### config.mk
export PLATFORM = sky130hd
export DESIGN_NAME = x2p_apb_master_ctrl
export DESIGN_NICKNAME = d
export VERILOG_FILES = /design/src/rtl/x2p_apb_pkg.sv /design/src/rtl/x2p_apb_timeout.sv /design/src/rtl/x2p_apb_master_ctrl.sv
export SDC_FILE = /design/constraint.sdc
export NUM_CORES = 1
export LEC_CHECK = 0
export ABC_AREA = 0
export BUFFER_PORTS_ARGS = -buffer_cell sky130_fd_sc_hd__buf_4
export CORE_AREA = 2 2 126 128
export CTS_CLUSTER_DIAMETER = 200
export DETAILED_ROUTE_END_ITERATION = 7
export DIE_AREA = 0 0 128 130
export PLACE_DENSITY_LB_ADDON = 0.05
export RECOVER_POWER = 50
export SLEW_MARGIN = 20
export SYNTH_ARGS = -nofsm -noshare
export SYNTH_HDL_FRONTEND = slang
export SYNTH_SLANG_ARGS = --single-unit
### constraint.sdc
create_clock -name pclk -period 4.8 [get_ports pclk]
set_clock_uncertainty 0.1 [all_clocks]
set_input_delay 0.96 -clock pclk [delete_from_list [all_inputs] [get_ports pclk]]
set_output_delay 0.96 -clock pclk [all_outputs]
set_load 0.005 [all_outputs]
### src/rtl/x2p_apb_pkg.sv
// Shared types and defaults for the X2P bridge APB master side.
package x2p_apb_pkg;

   typedef enum logic [1:0] {
      StIdle,
      StSetup,
      StAccess,
      StResp
   } state_e;

   typedef enum logic [1:0] {
      RspOkay    = 2'b00,
      RspSlverr  = 2'b01,
      RspDecerr  = 2'b10,
      RspTimeout = 2'b11
   } rsp_code_e;

   localparam int unsigned DefSlvAw = 12;
   localparam int unsigned DefIdxW  = 4;

endpackage

### src/rtl/x2p_apb_timeout.sv
// Loadable ACCESS-phase cycle counter; expired never asserts when TIMEOUT is 0.
module x2p_apb_timeout #(
   parameter int unsigned TIMEOUT = 16,
   parameter int unsigned CW      = (TIMEOUT == 0) ? 1 : $clog2(TIMEOUT + 1)
) (
   input  logic          clk,
   input  logic          rst_n,
   input  logic          clr,
   input  logic          load,
   input  logic [CW-1:0] load_val,
   input  logic          en,
   output logic          expired
);

   logic [CW-1:0] cnt_q;

   always_ff @(posedge clk or negedge rst_n) begin
      if (!rst_n) begin
         cnt_q <= '0;
      end else if (clr) begin
         cnt_q <= '0;
      end else if (load) begin
         cnt_q <= load_val;
      end else if (en && !expired) begin
         cnt_q <= cnt_q + CW'(1);
      end
   end

   assign expired = (TIMEOUT != 0) && (cnt_q == CW'(TIMEOUT));

endmodule

### src/rtl/x2p_apb_master_ctrl.sv
// APB master sequencer: one command at a time, address decode, SETUP/ACCESS, single response.
module x2p_apb_master_ctrl
   import x2p_apb_pkg::*;
#(
   parameter int unsigned SLAVE_NUM = 3,
   parameter int unsigned SLV_AW    = DefSlvAw,
   parameter int unsigned IDX_W     = DefIdxW,
   parameter int unsigned TIMEOUT   = 16
) (
   input  logic                      pclk,
   input  logic                      preset_n,
   input  logic                      cmd_valid,
   output logic                      cmd_ready,
   input  logic [31:0]               cmd_addr,
   input  logic                      cmd_write,
   input  logic [31:0]               cmd_wdata,
   input  logic [3:0]                cmd_strb,
   input  logic [2:0]                cmd_prot,
   output logic                      rsp_valid,
   input  logic                      rsp_ready,
   output logic [31:0]               rsp_rdata,
   output logic                      rsp_err,
   output logic [1:0]                rsp_code,
   output logic [SLAVE_NUM:0]        psel,
   output logic                      penable,
   output logic [31:0]               paddr,
   output logic                      pwrite,
   output logic [31:0]               pwdata,
   output logic [3:0]                pstrb,
   output logic [2:0]                pprot,
   input  logic [SLAVE_NUM:0]        pready,
   input  logic [SLAVE_NUM:0][31:0]  prdata,
   input  logic [SLAVE_NUM:0]        pslverr
);

   localparam int unsigned NS = SLAVE_NUM + 1;
   localparam int unsigned CW = (TIMEOUT == 0) ? 1 : $clog2(TIMEOUT + 1);

   state_e          state_q;
   rsp_code_e       rsp_code_q;
   logic [IDX_W-1:0] idx_dec;
   logic [NS-1:0]   sel_dec;
   logic            dec_err;
   logic            sel_ready;
   logic            sel_err;
   logic [31:0]     sel_rdata;
   logic            tmo_expired;

   assign idx_dec = cmd_addr[SLV_AW +: IDX_W];
   assign dec_err = 32'(idx_dec) > SLAVE_NUM;
   assign sel_dec = NS'(1) << idx_dec;

   // psel is one-hot, so masking with it selects the active slave's return signals.
   assign sel_ready = |(pready & psel);
   assign sel_err   = |(pslverr & psel);

   always_comb begin
      sel_rdata = '0;
      for (int unsigned i = 0; i < NS; i++) begin
         if (psel[i]) sel_rdata = sel_rdata | prdata[i];
      end
   end

   x2p_apb_timeout #(
      .TIMEOUT (TIMEOUT),
      .CW      (CW)
   ) u_timeout (
      .clk      (pclk),
      .rst_n    (preset_n),
      .clr      ((state_q != StSetup) && (state_q != StAccess)),
      .load     (state_q == StSetup),
      .load_val (CW'(1)),
      .en       (state_q == StAccess),
      .expired  (tmo_expired)
   );

   always_ff @(posedge pclk or negedge preset_n) begin
      if (!preset_n) begin
         state_q    <= StIdle;
         cmd_ready  <= 1'b1;
         rsp_valid  <= 1'b0;
         rsp_rdata  <= '0;
         rsp_err    <= 1'b0;
         rsp_code_q <= RspOkay;
         psel       <= '0;
         penable    <= 1'b0;
         paddr      <= '0;
         pwrite     <= 1'b0;
         pwdata     <= '0;
         pstrb      <= '0;
         pprot      <= '0;
      end else begin
         unique case (state_q)
            StIdle: begin
               if (cmd_valid) begin
                  cmd_ready <= 1'b0;
                  if (dec_err) begin
                     state_q    <= StResp;
                     rsp_valid  <= 1'b1;
                     rsp_rdata  <= '0;
                     rsp_err    <= 1'b1;
                     rsp_code_q <= RspDecerr;
                  end else begin
                     state_q <= StSetup;
                     psel    <= sel_dec;
                     paddr   <= cmd_addr;
                     pwrite  <= cmd_write;
                     pwdata  <= cmd_wdata;
                     pstrb   <= cmd_write ? cmd_strb : 4'b0000;
                     pprot   <= cmd_prot;
                  end
               end
            end
            StSetup: begin
               state_q <= StAccess;
               penable <= 1'b1;
            end
            StAccess: begin
               // A ready in the same cycle the counter expires still completes normally.
               if (sel_ready) begin
                  state_q    <= StResp;
                  psel       <= '0;
                  penable    <= 1'b0;
                  rsp_valid  <= 1'b1;
                  rsp_rdata  <= (pwrite || sel_err) ? 32'h0 : sel_rdata;
                  rsp_err    <= sel_err;
                  rsp_code_q <= sel_err ? RspSlverr : RspOkay;
               end else if (tmo_expired) begin
                  state_q    <= StResp;
                  psel       <= '0;
                  penable    <= 1'b0;
                  rsp_valid  <= 1'b1;
                  rsp_rdata  <= '0;
                  rsp_err    <= 1'b1;
                  rsp_code_q <= RspTimeout;
               end
            end
            StResp: begin
               if (rsp_ready) begin
                  state_q   <= StIdle;
                  rsp_valid <= 1'b0;
                  cmd_ready <= 1'b1;
               end
            end
            default: state_q <= StIdle;
         endcase
      end
   end

   assign rsp_code = rsp_code_q;

endmodule

==> metrics.md <==
| Metric | Value |
|---|---|
| PD cells | `529 mW/mm²` |
| Period minus WS final | `2980 ps` |
| Post-cts sizing count | `0` |
| Ys Warns | `0` |
| First-pass GRT wire length | `28300 µm` |
| Failing checks | `max-capacitance violations, max-slew violations` |
| Reg2reg path depth | `4` |
| Number of port buffers | `325` |
| Worst Hold Class | `flip-flop to flip-flop` |
| Remaining antenna violation count after routing | `0` |
| Global route total overflow | `0` |
| R2r setup slk | `1820 ps` |
| Register area | `0.00303 mm²` |
| Die height | `130 µm` |
| Syn avg cell area | `9.47 µm²` |
| Setup CP Type | `flip-flop to flip-flop` |
| Syn Std Cell Area | `0.00559 mm²` |
| First-pass detailed-route iteration total | `4` |
| Tightest Pin Transition | `2280 ps` |
| Vias in the first global route | `5562` |
| Hold_buf cts | `0` |
| Fin. max-slew vios | `43` |
| # Max-Cap Violations | `1` |
| Final hold violations | `0` |
| CTS max path bufs | `2` |
| Die W | `128 µm` |
| Reg clk slew, reported paths | `50 ps` |
| Worst setup EP type | `flip-flop` |
| Cells after synthesis | `590` |
| Root Buffer | `clkbuf_16` |
| Final Cycle Share | `62.2%` |
| Slew HR | `-51.7%` |
| Hold endpoint | `pstrb[2]` |
| Drt wl/cell | `16.8 µm` |
| DP HPWL | `13700 µm` |
| Peak supply drop | `0.000274 V` |
| Number of antenna violations at the first check in global routing | `0` |
| Final setup vio count | `0` |
| Mapped Nets | `808` |
| Area grow syn2layout | `55.4%` |
| Overall Global Routing Usage | `21.8%` |
| Core Rows | `46` |
| EDFF count, synth | `0` |
| CTS tree | `built` |
| Post-synthesis async set-or-reset flop share | `100%` |
| FMAX | `335 MHz` |
| Clk_lat worst skew | `410 ps` |
| WHS Path Cells | `2` |
| CTS sink cnt | `121` |
| FILL cells | `1413` |
| H-tree levels | `4` |
| Worst EP required | `5040 ps` |
| R2r startpoint | `psel[3]` |
| Startpoint types | `flip-flop` |
| Final Non-Filler Cells | `1101` |
| Outcome | `finished with violations` |
| Worst slack, placed | `1380 ps` |
| Ports | `326` |
| Share of cells above drive strength 1 | `39.1%` |
| Tot Pwr | `4.59 mW` |
| Nets | `1114` |
| Drt drc | `0` |
| CP Max Fanout | `36` |
| Post-route cell area | `0.00868 mm²` |
| Largest net degree at the start of global routing | `73` |
| TritonCTS Buffers | `17` |
| Area of the multi-input gates | `0.00233 mm²` |
| Synth unique cells | `40` |
| Sequential area share after synthesis | `54.2%` |
| Placed Cells | `1069` |
| Post-DR vias/cell | `5.09` |
| Post-CTS Setup Bufs | `0` |
| RR Endpoint | `rsp_rdata[11]` |
| Unrepaired setup endpoints after global routing | `false` |
| Die ar. | `0.0166 mm²` |
| Placed standard-cell area | `0.00813 mm²` |
| Placer Congestion | `0.829` |
| Hold path start | `pstrb[2]` |
| Core Area | `0.0154 mm²` |
| Starting density of the core | `36.2%` |
| Routed WL | `18500 µm` |
| Vias | `5606` |
| LEAKAGE | `4.39 nW` |
| Worst setup margin | `1820 ps` |
| #FFs+latches synth | `121` |
| Setup TNS | `0 ps` |
| Post-synth top flop | `dfrtp_1` |
| # diodes | `0` |
| 1st-iter DRT viols | `231` |
| CP arrival | `3220 ps` |
[stage by stage]
step	hold WS [ps]	utilization, %
6_report	361	56.3
4_1_cts	370	56.7
3_5_place_dp	358	52.7
5_1_grt	390	56.3
2_1_floorplan	363	-
3_3_place_gp	353	52.7
[metal layers]
layer / GRT usage [%] / up-vias / part of all wire, %
li1: - / 2677 / -
met3: 7.13 / 36 / 8.5
met2: 36.7 / 237 / 49
met1: 25.6 / 2656 / 39
met5: 0 / - / 0
met4: 9.83 / 0 / 3.4
[Yosys cell counts (2+ instances only)]
cell / count / area share [%]
nand2b_1: 2 / 0.22
clkbuf_1: 34 / 2.3
a22o_1: 2 / 0.31
buf_2: 7 / 0.63
nand2_1: 213 / 14
buf_6: 4 / 0.81
and2_1: 3 / 0.34
mux2i_1: 2 / 0.36
nor3_1: 3 / 0.27
nor2_1: 12 / 0.81
o221ai_1: 2 / 0.31
nand4_1: 2 / 0.22
a32o_1: 33 / 5.9
dfrtp_1: 120 / 54
a22oi_2: 2 / 0.45
mux2_1: 6 / 1.2
a22oi_1: 64 / 8.6
xor2_1: 3 / 0.47
ha_1: 6 / 1.3
a21oi_1: 38 / 3.4
inv_1: 7 / 0.47
nand3_1: 7 / 0.63
[sequential cells by signal (all words and copies together), names as in the netlist, 2 cells and up]
signal,cells
rsp_rdata,32
rsp_code,2
u_timeout.cnt_q,5
pwdata,32
pstrb,4
paddr,32
state_q,2
pprot,3
psel,4
[how the worst max path moves through the flow]
stage,start,end,slack [ps]
2_1_floorplan,pslverr[0],rsp_rdata[0],2530
3_3_place_gp,psel[3],rsp_rdata[0],1570
3_5_place_dp,psel[3],rsp_rdata[12],1380
4_1_cts,psel[3],rsp_rdata[11],1360
5_1_grt,preset_n,pwdata[0],1430
6_report,psel[3],rsp_rdata[11],1820
[worst max-delay path: stages (launching register included)]
cell and delay (ps):
dfrtp_1 1130, a22oi_2 170, a2111oi_2 490, nor2b_4 710, a32o_1 280
[kinds of logic after synthesis]
| logic type | Yosys count | share of synthesized area, % |
|---|---|---|
| flip-flops | 121 | 54.2 |
| buffers and inverters | 54 | 4.39 |
| AND/OR/NAND/NOR | 248 | 17.6 |
| adder cells (fa/ha/maj) | 6 | 1.34 |
| multiplexers | 8 | 1.57 |
| AO/OA/AOI/OAI | 149 | 20.3 |
| XOR/XNOR | 4 | 0.627 |
[report_power, final]
part           leakage, nW  internal (mW)  total (mW)  switching, mW
Combinational         2.53          0.797        1.72          0.919
Clock                0.283          0.854        1.31          0.452
Sequential            1.57           1.34        1.56          0.222
[layout make-up]
type	instances	area share [%]
well taps	192	2.77
clock buffers	21	5.42
inverters	8	0.346
multi-input cells	415	26.9
clock inverters	11	1.67
flip-flops and latches	121	34.9
repair buffers	333	28.0
[layout by cell type (no fill, tap or decap), types with 7 or more instances in the layout]
| cell type | instances |
|---|---|
| clkbuf_1 | 20 |
| clkbuf_16 | 17 |
| buf_4 | 284 |
| a32o_1 | 33 |
| dfrtp_1 | 120 |
| a21oi_1 | 38 |
| inv_1 | 7 |
| clkbuf_4 | 30 |
| nor2_1 | 12 |
| nand2_1 | 214 |
| a22oi_1 | 64 |
(Power assumes the default switching activity.)
